## src/rtl/sonar_medidor.sv

```systemverilog
// Ultrasonic range meter controller.
// Issues a trigger pulse, times the echo pulse, and converts the high time to
// centimetres as 3-digit BCD (floor of high cycles / CICLOS_POR_CM, saturating at 999).
// Optional macro SONAR_TIMEOUT_EN adds an echo wait/width timeout that reports 999 with erro=1.
// Ports:
//   clock      system clock, rising edge
//   reset      asynchronous active-low reset
//   medir      start request, accepted only while idle
//   echo       sensor echo, asynchronous to clock
//   trigger    sensor trigger pulse
//   medida     BCD distance [11:8] hundreds, [7:4] tens, [3:0] units
//   pronto     one-cycle pulse when medida is valid
//   erro       high while the last measurement timed out
//   db_estado  current state code for debug display
module sonar_medidor #(
  parameter int unsigned TRIGGER_CICLOS = 500,
  parameter int unsigned CICLOS_POR_CM  = 2941,
  parameter int unsigned TIMEOUT_CICLOS = 1250000
) (
  input  logic        clock,
  input  logic        reset,
  input  logic        medir,
  input  logic        echo,
  output logic        trigger,
  output logic [11:0] medida,
  output logic        pronto,
  output logic        erro,
  output logic [3:0]  db_estado
);

  localparam int unsigned CNT_MAX = (TRIGGER_CICLOS > TIMEOUT_CICLOS) ? TRIGGER_CICLOS : TIMEOUT_CICLOS;
  localparam int unsigned CNT_W   = $clog2(CNT_MAX + 1);
  localparam int unsigned TICK_W  = $clog2(CICLOS_POR_CM + 1);
  localparam int unsigned BCD_W   = 12;

  typedef enum logic [3:0] {
    INICIAL      = 4'h0,
    GERA_TRIGGER = 4'h1,
    ESPERA_ECHO  = 4'h2,
    MEDE_ECHO    = 4'h3,
    ARMAZENA     = 4'h4,
    ERRO         = 4'hE,
    FINAL        = 4'hF
  } estado_t;

  estado_t             estado, estado_d;
  logic [CNT_W-1:0]    cnt, cnt_d;
  logic [TICK_W-1:0]   tick, tick_d;
  logic [BCD_W-1:0]    acc, acc_d;
  logic [BCD_W-1:0]    medida_d;
  logic                trigger_d, pronto_d;
  logic [3:0]          db_estado_d;
  logic                eco_meta, eco_sinc;
  logic                conta_tick;
`ifdef SONAR_TIMEOUT_EN
  logic                erro_d;
`endif

  // Saturating BCD increment; 999 stays at 999.
  function automatic logic [BCD_W-1:0] bcd_inc(input logic [BCD_W-1:0] v);
    logic [3:0] h, t, u;
    {h, t, u} = v;
    if (v == 12'h999) return v;
    if (u == 4'd9) begin
      u = 4'd0;
      if (t == 4'd9) begin
        t = 4'd0;
        h = h + 4'd1;
      end else begin
        t = t + 4'd1;
      end
    end else begin
      u = u + 4'd1;
    end
    return {h, t, u};
  endfunction

  // Two-flop synchronizer for the asynchronous echo.
  always_ff @(posedge clock or negedge reset) begin
    if (!reset) begin
      eco_meta <= 1'b0;
      eco_sinc <= 1'b0;
    end else begin
      eco_meta <= echo;
      eco_sinc <= eco_meta;
    end
  end

  // State and output registers.
  always_ff @(posedge clock or negedge reset) begin
    if (!reset) begin
      estado    <= INICIAL;
      cnt       <= '0;
      tick      <= '0;
      acc       <= '0;
      medida    <= '0;
      trigger   <= 1'b0;
      pronto    <= 1'b0;
      db_estado <= 4'h0;
`ifdef SONAR_TIMEOUT_EN
      erro      <= 1'b0;
`endif
    end else begin
      estado    <= estado_d;
      cnt       <= cnt_d;
      tick      <= tick_d;
      acc       <= acc_d;
      medida    <= medida_d;
      trigger   <= trigger_d;
      pronto    <= pronto_d;
      db_estado <= db_estado_d;
`ifdef SONAR_TIMEOUT_EN
      erro      <= erro_d;
`endif
    end
  end

`ifndef SONAR_TIMEOUT_EN
  assign erro = 1'b0;
`endif

  // Next-state and next-output logic.
  always_comb begin
    estado_d   = estado;
    cnt_d      = cnt;
    tick_d     = tick;
    acc_d      = acc;
    medida_d   = medida;
    conta_tick = 1'b0;
`ifdef SONAR_TIMEOUT_EN
    erro_d     = erro;
`endif

    case (estado)
      INICIAL: begin
        if (medir) begin
          estado_d = GERA_TRIGGER;
          cnt_d    = '0;
          tick_d   = '0;
          acc_d    = '0;
`ifdef SONAR_TIMEOUT_EN
          erro_d   = 1'b0;
`endif
        end
      end
      GERA_TRIGGER: begin
        if (cnt == CNT_W'(TRIGGER_CICLOS - 1)) begin
          estado_d = ESPERA_ECHO;
          cnt_d    = '0;
        end else begin
          cnt_d = cnt + CNT_W'(1);
        end
      end
      ESPERA_ECHO: begin
        // The first high cycle is part of the echo width, so it is counted here.
        if (eco_sinc) begin
          estado_d   = MEDE_ECHO;
          conta_tick = 1'b1;
          cnt_d      = '0;
        end
`ifdef SONAR_TIMEOUT_EN
        else if (cnt == CNT_W'(TIMEOUT_CICLOS - 1)) begin
          estado_d = ERRO;
        end else begin
          cnt_d = cnt + CNT_W'(1);
        end
`endif
      end
      MEDE_ECHO: begin
        if (!eco_sinc) begin
          estado_d = ARMAZENA;
        end else begin
          conta_tick = 1'b1;
`ifdef SONAR_TIMEOUT_EN
          if (cnt == CNT_W'(TIMEOUT_CICLOS - 1)) begin
            estado_d = ERRO;
          end else begin
            cnt_d = cnt + CNT_W'(1);
          end
`endif
        end
      end
      ARMAZENA: begin
        medida_d = acc;
        estado_d = FINAL;
      end
      FINAL: begin
        estado_d = INICIAL;
      end
      ERRO: begin
`ifdef SONAR_TIMEOUT_EN
        medida_d = 12'h999;
        erro_d   = 1'b1;
        estado_d = FINAL;
`else
        estado_d = INICIAL;
`endif
      end
      default: begin
        estado_d = INICIAL;
      end
    endcase

    // One centimetre per CICLOS_POR_CM echo-high cycles.
    if (conta_tick) begin
      if (tick == TICK_W'(CICLOS_POR_CM - 1)) begin
        tick_d = '0;
        acc_d  = bcd_inc(acc);
      end else begin
        tick_d = tick + TICK_W'(1);
      end
    end

    trigger_d   = (estado_d == GERA_TRIGGER);
    pronto_d    = (estado_d == FINAL);
    db_estado_d = 4'(estado_d);
  end

endmodule
```

## config.mk

```make
export PLATFORM = sky130hd
export DESIGN_NAME = sonar_medidor
export DESIGN_NICKNAME = d
export VERILOG_FILES = /design/src/rtl/sonar_medidor.sv
export SDC_FILE = /design/constraint.sdc
export NUM_CORES = 1
export LEC_CHECK = 0
export CORE_ASPECT_RATIO = 1.75
export CORE_MARGIN = 1.5
export CORE_UTILIZATION = 63
export DETAILED_ROUTE_END_ITERATION = 10
export GPL_TIMING_DRIVEN = 0
export PLACE_DENSITY = 0.93
export RECOVER_POWER = 100
export SLEW_MARGIN = 25
export SYNTH_ARGS = -nofsm -noshare
export SYNTH_HDL_FRONTEND = slang
export SYNTH_SLANG_ARGS = --single-unit
```

## constraint.sdc

```tcl
create_clock -name clock -period 5.2 [get_ports clock]
set_clock_uncertainty 0.2 [all_clocks]
set_input_delay 1.04 -clock clock [delete_from_list [all_inputs] [get_ports clock]]
set_output_delay 1.04 -clock clock [all_outputs]
set_load 0.02 [all_outputs]
```

==> results.md <==
Outcome:
- The run finished, with violations left.
- The final reports fail on design-rule violations.

Worst setup path:
- The maximum cell stage delay along the critical path is 1.15 ns.
- The capture instance of the worst register-to-register path is acc[6].
- The worst setup path is captured at a register.
- The startpoint of the worst register-to-register path is tick[0].
- Traced cell by cell, the critical path runs through dlygate4sd3_1 > nor3_1 > a2111oi_0 > clkbuf_1 > a31oi_1.
- The required time of the worst setup path is 5.21 ns.
- The depth of the worst register-to-register path is 7.
- The setup slack of the worst register-to-register path is 2.15 ns.
- The library cell contributing the largest single delay on the critical path is a2111oi_0.
- The largest fanout on the critical path is 4.
- The arrival time of data at the critical path endpoint is 3.34 ns.
- The worst setup path is launched from a primary input.
- The worst setup path category is in2reg.

STA:
- The shortest clock period the worst path allows after layout is 3.33 ns.
- Setup violations remaining at the end of the flow were counted as 0.
- The slew at the pin closest to its max-slew limit is 1.35 ns.
- The max-slew headroom at the worst pin is 7.53%.
- Timing would allow up to 0.301 GHz.
- Setup repair after global routing left no endpoint under its margin.
- The total count of max-transition violations in the final report was 0.
- The setup TNS is 0 ns.
- The count of endpoints failing hold in the final timing report is 0.
- The final worst-path cycle share is 64.0%.

Floorplan:
- For this configuration, the core starts out at a cell density of 64.6%.
- The floorplan die area is 5810 µm².
- The floorplan step set the die height to 99.7 µm.
- The core region is 5210 µm².
- The overall die width is 58.3 µm.
- The boundary pin count is 23.
- Row generation in the floorplan step produced 35 rows.

Clock network:
- The TritonCTS clock tree is yes.
- The number of buffers added to fix hold violations after cts is 0.
- The clock transition at the registers of the reported paths is 0.07 ns.
- Post-CTS repair changed the size of 0 cells.
- The number of clock buffers added by TritonCTS is 9.
- The post-CTS setup buffer count is 0.
- The root buffer cell chosen for the clock tree is clkbuf_8.
- Counting every sink on the clock net gives 65.
- Clock latency on the worst-skew pair, taken at its later pin, is 0.35 ns.
- The H-tree was split into 3 levels.
- The clock passes through at most 2 buffers.

Detailed routing:
- For this block, the via count after detailed routing is 3138.
- For this block, the routed nets add up to 8360 µm of wire.
- The detailed router finished its first iteration with 315 violations.
- The iteration count of the initial detailed-routing pass is 8.
- In this run the remaining antenna-violating nets after routing total 0.
- Dividing the detail-routed via count by the number of cells gives 6.88.
- After detailed routing, the number of remaining DRC violations is 2.
- The routed length per instance is 18.3 µm.

Layout:
- The area growth from synthesis to layout is 13.3%.
- The antenna diode count is 0.
- The share of cells above drive strength 1 is 6.48%.
- The finished cells cover 3810 µm².
- The number of nets in the final layout is 405.

Placed design:
- The HPWL after detailed placement is 5930 µm.
- The weighted congestion at the end of routability-driven global placement is 0.999.
- Summing all placed instances gives a cell area of 3680 µm².
- The count of buffers added on input and output ports is 21.

GRT:
- The maximum number of pins on one net before global-route repair is 55.
- The via count of the first global-routing pass was 2975.
- The number of antenna violations at the first check in global routing was 0.
- The first-pass GRT wire length is 13800 µm.
- The total overflow left after global routing is 0.
- For this run, the total global-route usage over all layers was measured as 31.3%.

Synth:
- The share of async-settable or async-resettable flops after synthesis is 100%.
- The synthesized design spends more area on one cell type than any other, namely dfrtp_1.
- In the synthesized netlist the dominant register cell turns out to be dfrtp_1.
- The most common cell in the synthesized netlist is dfrtp_1.
- Sorting the synthesized cells by area gives the leading types as dfrtp_1 48%, o21ai_0 5.5%, nand2_1 5.2%.
- The Yosys step of the flow raised 0 warnings.
- The cell count after synthesis is 362.
- The commonest cells after synthesis are 65 x dfrtp_1, 47 x nand2_1, 37 x o21ai_0.
- The sequential share of the synthesized area is 48.3%.
- The number of enable-type register cells in the synthesized netlist is 0.
- The number of nets in the synthesized netlist is 371.
- The synthesized design contains 65 register bits.
- The top cell type by area accounts for 48.3% of the synthesized area.
- A synthesized cell averages 9.30 µm².
- The number of library cell types mapped by synthesis is 53.
- In this run the cell area of the synthesized design comes to 3370 µm².

Worst hold path:
- The end point of the most critical hold path is eco_sinc.
- The number of cells traversed by the worst hold path is 0.
- In this run the most critical hold path is launched from eco_meta.
- The type of the tightest min-delay check is reg2reg.

Power and ir drop:
- The total power is 0.00105 W.
- Across the VDD grid, the largest voltage drop is 0.000189 V.
- The power density over the cells is 275 nW/µm².
- The leakage power is 1.71 nW.

Run:
- The tool flagged a number of max-cap violations equal to 0.
[layer usage]
layer	global-route usage (%)	vias to the layer above	share of wire [%]
met2	54.0	163	54
met1	35.5	1512	36
met4	17.7	0	5.0
met3	5.46	46	5.7
met5	0	-	0
li1	-	1417	-
[state kept, by name, indices dropped and copies added (netlist names)]
signal	cells
acc	12
trigger	1
estado	4
tick	12
eco_meta	1
cnt	21
pronto	1
eco_sinc	1
medida	12
[how the worst max path moves through the flow]
stage               startpoint         to  slack, ns
finish                   medir     cnt[9]       1.87
global route             medir     cnt[9]       1.74
CTS                      medir    cnt[16]       2.46
detailed placement       medir    cnt[16]       2.10
global placement         reset  medida[7]       0.83
floorplan                medir    cnt[10]       2.55
[cell type report]
cell class / count / area, µm²
Sequential cell: 65 / 1630
Multi-Input combinational cell: 264 / 1600
Fill cell: 383 / 1400
Timing Repair Buffer: 23 / 235
Clock buffer: 12 / 135
Buffer: 20 / 78.8
Tap cell: 55 / 68.8
Inverter: 13 / 48.8
Clock inverter: 4 / 20.0
[where the power goes]
part / internal, W / total [W] / leakage (nW) / switching (W)
logic: 0.0000386 / 0.0000912 / 0.893 / 0.0000526
registers: 0.000544 / 0.000599 / 0.731 / 0.0000546
clock network: 0.000170 / 0.000356 / 0.0839 / 0.000186
total: 0.000753 / 0.00105 / 1.71 / 0.000294
[layout by cell type (no fill, tap or decap), types with 10 or more instances in the layout]
| master | synthesis | layout |
|---|---|---|
| a31oi_1 | 19 | 19 |
| nand4_1 | 10 | 10 |
| inv_1 | 13 | 13 |
| clkbuf_1 | 17 | 24 |
| o21ai_0 | 37 | 37 |
| nand2_1 | 47 | 47 |
| nor3_1 | 17 | 17 |
| nand3_1 | 26 | 26 |
| dlygate4sd3_1 | 0 | 20 |
| dfrtp_1 | 65 | 65 |
[kinds of logic after synthesis]
| family | share of synthesized area (%) |
|---|---|
| simple gates | 24.7 |
| compound gates | 16.5 |
| flops | 48.3 |
| buf+inv | 3.87 |
| mux | 3.87 |
| fa+ha+maj | 1.86 |
| xor+xnor | 0.781 |
| other cells | 0.111 |
[critical path, delay by kind of cell]
family / cells / cell delay [ns]
AOI/OAI and AO/OA: 2 / 1.28
buffers and inverters: 2 / 0.94
and+or+nand+nor: 1 / 0.08
[metrics by stage]
| step | setup WS (ns) | utilization, % | hold WS (ns) | instances |
|---|---|---|---|---|
| after floorplan | 2.55 | - | 0.131 | 362 |
| after global placement | 0.830 | 69.9 | 0.133 | 438 |
| after detailed placement | 2.10 | 70.6 | 0.142 | 440 |
| after CTS | 2.46 | 73.6 | 0.156 | 456 |
| after global routing | 1.74 | 73.2 | 0.160 | 456 |
| final | 1.87 | 73.2 | 0.155 | 456 |
(Power assumes the default switching activity.)
